--- src/rtl/uart_pkg.sv ---
// Shared UART constants, state encoding and parity helper.
// Used by both the transmitter and the receiver.
package uart_pkg;

  localparam int CLK_HZ     = 50_000_000;
  localparam int BAUD       = 9600;
  localparam int BIT_CYCLES = CLK_HZ / BAUD;
  localparam int DATA_BITS  = 8;
  localparam bit PARITY_EVEN = 1'b1;

  typedef enum logic [2:0] {
    IDLE,
    START,
    DATA,
    PARITY,
    STOP
  } state_t;

  function automatic logic parity_of(
    input logic [DATA_BITS-1:0] d
  );
    return PARITY_EVEN ? ^d : ~^d;
  endfunction

endpackage

--- src/rtl/uart_tx_if.sv ---
// Word handshake into the transmitter: data/valid in, ready out.
// master = word producer, slave = uart_tx.
interface uart_tx_if;
  import uart_pkg::*;

  logic [DATA_BITS-1:0] data;
  logic                 valid;
  logic                 ready;

  modport master (
    output data,
    output valid,
    input  ready
  );

  modport slave (
    input  data,
    input  valid,
    output ready
  );

endinterface

--- src/rtl/uart_tx_fifo.sv ---
// Input buffer: DEPTH x W synchronous FIFO, async active-low reset.
// Ports: push/din in, pop/dout out (head word), full, empty.
module uart_tx_fifo #(
  parameter int DEPTH = 4,
  parameter int W     = 8
) (
  input  logic         CLK50MHz,
  input  logic         RESET,
  input  logic         push,
  input  logic         pop,
  input  logic [W-1:0] din,
  output logic [W-1:0] dout,
  output logic         full,
  output logic         empty
);

  localparam int AW = $clog2(DEPTH);
  localparam logic [AW:0] FULL_CNT = (AW+1)'(DEPTH);

  logic [W-1:0] mem [DEPTH];
  logic [AW-1:0] wp;
  logic [AW-1:0] rp;
  logic [AW:0]   cnt;
  logic          wr;
  logic          rd;

  assign full  = (cnt == FULL_CNT);
  assign empty = (cnt == '0);
  assign wr    = push & ~full;
  assign rd    = pop & ~empty;
  assign dout  = mem[rp];

  always_ff @(posedge CLK50MHz) begin
    if (wr) mem[wp] <= din;
  end

  always_ff @(posedge CLK50MHz or negedge RESET) begin
    if (!RESET) begin
      wp  <= '0;
      rp  <= '0;
      cnt <= '0;
    end else begin
      if (wr) wp <= wp + 1'b1;
      if (rd) rp <= rp + 1'b1;
      case ({wr, rd})
        2'b10:   cnt <= cnt + 1'b1;
        2'b01:   cnt <= cnt - 1'b1;
        default: cnt <= cnt;
      endcase
    end
  end

endmodule

--- src/rtl/uart_tx.sv ---
// Buffered UART transmitter: 8 data bits, even parity, 1 stop bit.
// Ports: CLK50MHz, RESET (async low), bus (word handshake), TX, BUSY.
module uart_tx #(
  parameter int CLK_HZ = uart_pkg::CLK_HZ,
  parameter int BAUD   = uart_pkg::BAUD,
  parameter int DEPTH  = 4
) (
  input  logic      CLK50MHz,
  input  logic      RESET,
  uart_tx_if.slave  bus,
  output logic      TX,
  output logic      BUSY
);
  import uart_pkg::*;

  localparam int BIT_CYC = CLK_HZ / BAUD;
  localparam int CW = $clog2(BIT_CYC);
  localparam int IW = $clog2(DATA_BITS);
  localparam logic [CW-1:0] LAST  = CW'(BIT_CYC - 1);
  localparam logic [IW-1:0] LASTB = IW'(DATA_BITS - 1);

  state_t st, st_n;
  logic [CW-1:0] cnt, cnt_n;
  logic [IW-1:0] idx, idx_n;
  logic [DATA_BITS-1:0] sh, sh_n;
  logic [DATA_BITS-1:0] head;
  logic par, par_n;
  logic tx_q, tx_n;
  logic push, pop, full, empty;
  logic last;

  assign bus.ready = ~full;
  assign push = bus.valid & ~full;
  assign last = (cnt == LAST);
  assign TX   = tx_q;
  assign BUSY = (st != IDLE) | ~empty;

  uart_tx_fifo #(
    .DEPTH (DEPTH),
    .W     (DATA_BITS)
  ) u_fifo (
    .CLK50MHz (CLK50MHz),
    .RESET    (RESET),
    .push     (push),
    .pop      (pop),
    .din      (bus.data),
    .dout     (head),
    .full     (full),
    .empty    (empty)
  );

  always_ff @(posedge CLK50MHz or negedge RESET) begin
    if (!RESET) begin
      st   <= IDLE;
      cnt  <= '0;
      idx  <= '0;
      sh   <= '0;
      par  <= 1'b0;
      tx_q <= 1'b1;
    end else begin
      st   <= st_n;
      cnt  <= cnt_n;
      idx  <= idx_n;
      sh   <= sh_n;
      par  <= par_n;
      tx_q <= tx_n;
    end
  end

  always_comb begin
    st_n  = st;
    cnt_n = cnt;
    idx_n = idx;
    sh_n  = sh;
    par_n = par;
    tx_n  = tx_q;
    pop   = 1'b0;
    if (st != IDLE) cnt_n = last ? '0 : cnt + 1'b1;
    unique case (st)
      IDLE: begin
        pop   = ~empty;
        tx_n  = 1'b1;
      end
      START: begin
        if (last) begin
          st_n  = DATA;
          idx_n = '0;
          tx_n  = sh[0];
        end
      end
      DATA: begin
        if (last) begin
          if (idx == LASTB) begin
            st_n = PARITY;
            tx_n = par;
          end else begin
            idx_n = idx + 1'b1;
            sh_n  = {1'b0, sh[DATA_BITS-1:1]};
            tx_n  = sh[1];
          end
        end
      end
      PARITY: begin
        if (last) begin
          st_n = STOP;
          tx_n = 1'b1;
        end
      end
      STOP: begin
        if (last) begin
          pop  = ~empty;
          st_n = IDLE;
          tx_n = 1'b1;
        end
      end
      default: begin
        st_n = IDLE;
        tx_n = 1'b1;
      end
    endcase
    // Loading from IDLE or straight out of STOP gives gap-free frames.
    if (pop) begin
      sh_n  = head;
      par_n = parity_of(head);
      tx_n  = 1'b0;
      cnt_n = '0;
      st_n  = START;
    end
  end

endmodule

--- src/flat_wrapper.sv ---
// flat-port wrapper written by rule: the top's interface ports become plain ports
module uart_tx_flat import uart_pkg::*;
#(
  parameter int CLK_HZ = uart_pkg::CLK_HZ,
  parameter int BAUD   = uart_pkg::BAUD,
  parameter int DEPTH  = 4
)
  (CLK50MHz, RESET, TX, BUSY, bus_data, bus_valid, bus_ready);
  uart_tx_if bus_i ();
  input  logic CLK50MHz;
  input  logic RESET;
  output logic TX;
  output logic BUSY;
  input wire logic [$bits(bus_i.data)-1:0] bus_data;
  input wire logic [$bits(bus_i.valid)-1:0] bus_valid;
  output wire logic [$bits(bus_i.ready)-1:0] bus_ready;
  assign bus_i.data = bus_data;
  assign bus_i.valid = bus_valid;
  assign bus_ready = bus_i.ready;
  uart_tx #(.CLK_HZ(CLK_HZ), .BAUD(BAUD), .DEPTH(DEPTH)) u_core (.CLK50MHz(CLK50MHz), .RESET(RESET), .bus(bus_i), .TX(TX), .BUSY(BUSY));
endmodule
--- config.mk ---
export PLATFORM = sky130hd
export DESIGN_NAME = uart_tx_flat
export DESIGN_NICKNAME = d
export VERILOG_FILES = /design/src/rtl/uart_pkg.sv /design/src/rtl/uart_tx_if.sv /design/src/rtl/uart_tx_fifo.sv /design/src/rtl/uart_tx.sv /design/src/flat_wrapper.sv
export SDC_FILE = /design/constraint.sdc
export NUM_CORES = 1
export LEC_CHECK = 0
export ABC_AREA = 1
export CAP_MARGIN = 40
export CORE_MARGIN = 5
export CORE_UTILIZATION = 40
export DETAILED_ROUTE_END_ITERATION = 16
export GPL_ROUTABILITY_DRIVEN = 0
export HOLD_SLACK_MARGIN = 0.12
export PLACE_DENSITY = 0.54
export SLEW_MARGIN = 30
export SYNTH_ARGS = -nofsm -noshare
export SYNTH_HDL_FRONTEND = slang
export SYNTH_SLANG_ARGS = --single-unit
export TNS_END_PERCENT = 5
--- constraint.sdc ---
create_clock -name CLK50MHz -period 2.7 [get_ports CLK50MHz]
set_input_delay 0.81 -clock CLK50MHz [delete_from_list [all_inputs] [get_ports CLK50MHz]]
set_output_delay 0.81 -clock CLK50MHz [all_outputs]
set_load 0.005 [all_outputs]
==> results.json <==
{
  "routed_wl_um": 6845,
  "nets": 470,
  "cts_tree": "built",
  "worstPathRequired_ns": 1.89,
  "p_leak_nw": 1.898,
  "fp.dieH_um": 104.1,
  "drv_cap": 0,
  "die-area_um2": 10840,
  "tightest_slew_ns": 0.4683,
  "drc": 0,
  "ys.flop_type": "dfrtp_1",
  "cts_setup_buffers": 0,
  "slew_viol_final": 0,
  "fp.coreArea_um2": 8678,
  "end_kind": "primary output",
  "ios": 14,
  "overflow": 0,
  "drt_first_pass_iters": 4,
  "synth-edff-count": 32,
  "drt-initial-drc-count": 101,
  "layout-drive-gt1-share_pct": 8.791,
  "yosys-top-cells-area": "edfxtp_1 27%, dfrtp_1 25%, nand2_1 19%, nand3_1 5.5%, inv_1 3.8%",
  "synth_top_cell_by_area": "edfxtp_1",
  "track_usage_pct": 13.70,
  "slew_headroom_pct": 68.75,
  "peakVddDrop_mv": 0.2952,
  "cts_buffers": 9,
  "period_share_pct": 96.06,
  "ys_ff_latch": 68,
  "root_buffer": "clkbuf_8",
  "syn-cell-area_um2": 3542,
  "synth.avg_cell_area_um2": 8.374,
  "fmaxAchievable_ghz": 0.3856,
  "die_w_um": 104.1,
  "n_antenna_cell": 0,
  "htree_levels": 3,
  "port_buffers": 13,
  "clock_path_buffers": 2,
  "yosys-top-cells-count": "177 x nand2_1, 39 x nand3_1, 36 x inv_1",
  "whs_ns": 0.4130,
  "vias": 2686,
  "worstSkewPairLatency_ns": 0.34,
  "fin_worst_skew_ns": 0.009092,
  "synth.top_cell.area_share_pct": 27.13,
  "clk_pin_slew_worst_paths_ns": 0.07,
  "grt_pass1_wl_um": 12190,
  "syn-instance-count": 423,
  "status": "completed",
  "async_reset_ff_share_pct": 52.94,
  "yosysMostFrequentCell": "nand2_1",
  "synth.distinct_cells": 34,
  "routed_via_density": 4.771,
  "timing.setup.tns_ns": 0,
  "pwr_density_cell_nw_per_um2": 615.5,
  "cts_resized": 0,
  "worstPathMaxFanout": 8,
  "antenna_found_initial": 0,
  "hold_viol": 0,
  "dp_hpwl_um": 4929,
  "syn_to_final_growth_pct": 13.67,
  "path_class": "flop to primary output",
  "cp-start-kind": "flop",
  "critPathArrivalTime_ns": 1.78,
  "min_path_type": "input pin to async pin",
  "final_antenna_net_count": 0,
  "clock-sinks": 68,
  "grt_max_degree": 20,
  "grt_pass1_vias": 2654,
  "synth_nets": 443,
  "wl_per_cell_um": 12.16,
  "rows": 34,
  "hold_buffers": 0,
  "min_period_ns": 2.594,
  "start_util_pct": 40.82,
  "setup_viol": 0,
  "yosys_warnings": 0,
  "rsz0062_at_grt": "no",
  "ys_seq_area_share_pct": 52.60
}
==> path summary, 6_finish.rpt <==
kind | startpoint | to | slack [ns] | cells after the start
setup reg to reg | u_core.cnt[0] | u_core.u_fifo.cnt[2] | 0.40 | 12
hold reg to reg | u_core.par | u_core.par | 0.48 | 2
min in group CLK50MHz | u_core.par | u_core.par | 0.48 | 2
max in group asynchronous | RESET | u_core.u_fifo.rp[0] | 1.83 | 2
setup / recovery | u_core.st[0] | BUSY | 0.11 | 5
hold / removal | RESET | u_core.cnt[5] | 0.41 | 1
==> where the power goes <==
part           switching (mW)  internal [mW]  total (mW)
combinational           0.248          0.156       0.404
sequential             0.0500           1.23        1.28
clock                   0.372          0.422       0.794
total                   0.670           1.81        2.48
==> final cells by class <==
type	instances	area [µm²]
fill	886	4652
timing repair buffer	24	227.7
inverter	40	150.1
tap	108	135.1
clock buffer	11	131.4
clock inverter	5	52.55
multi-input combinational	307	1466
sequential	68	1863
==> metrics by stage <==
step	total power [mW]	utilization [%]	setup WS [ns]	cell area, µm²	instances
floorplan	1.560	-	0.3985	3542	423
global placement	1.698	43.96	0.2237	3815	546
detailed placement	1.717	44.28	0.2006	3842	547
CTS	2.516	46.40	0.05376	4026	563
global route	2.646	46.40	0.01422	4026	563
finish	2.478	46.40	0.1063	4026	563
==> critical path, cell delays in order (launching register included) <==
cell             delay, ns
dfrtp_1               0.42
nor2_1                0.15
nand2_1               0.13
nor2_4                0.21
inv_1                 0.08
clkdlybuf4s50_1       0.45
==> sequential cells by signal, indices dropped and copies added (netlist names) <==
name,flops
u_core.u_fifo.cnt,3
u_core.u_fifo.mem,32
u_core.st,3
u_core.u_fifo.rp,2
u_core.par,1
u_core.u_fifo.wp,2
u_core.sh,8
u_core.cnt,13
u_core.TX,1
u_core.idx,3
==> per-layer routing <==
metal | vias up | wire length, µm | GRT usage, %
li1 | 1421 | - | -
met1 | 1229 | 3377 | 17.41
met2 | 31 | 3260 | 22.18
met3 | 5 | 164 | 3.104
met4 | 0 | 42 | 6.290
met5 | - | 0 | 0
==> cells by family after synthesis <==
logic type               after synthesis  synth area share (%)
AO/OA/AOI/OAI                         19                 2.897
XOR/XNOR                               9                 2.225
adder cells (fa/ha/maj)                9                 3.391
buffers and inverters                 48                 6.005
flip-flops                            68                 52.60
AND/OR/NAND/NOR                      270                 32.89
==> placed cells by master, fill, tap and decap left out, types with 2 or more instances in the layout <==
master and n:
nor3_1 8, nand2_2 2, edfxtp_1 32, o21ai_0 11, nor2_1 25, dfrtp_1 35
inv_1 36, nand2_1 177, buf_4 10, clkbuf_8 9, nand4_1 5, clkdlybuf4s50_1 12
inv_2 3, nand3_2 3, xor2_1 8, nor4_1 4, clkbuf_1 2, nand3_1 39
a21oi_1 5, nand3b_1 2, ha_1 8, clkinv_2 3
No activity file was read; power rests on OpenSTA's default activity.
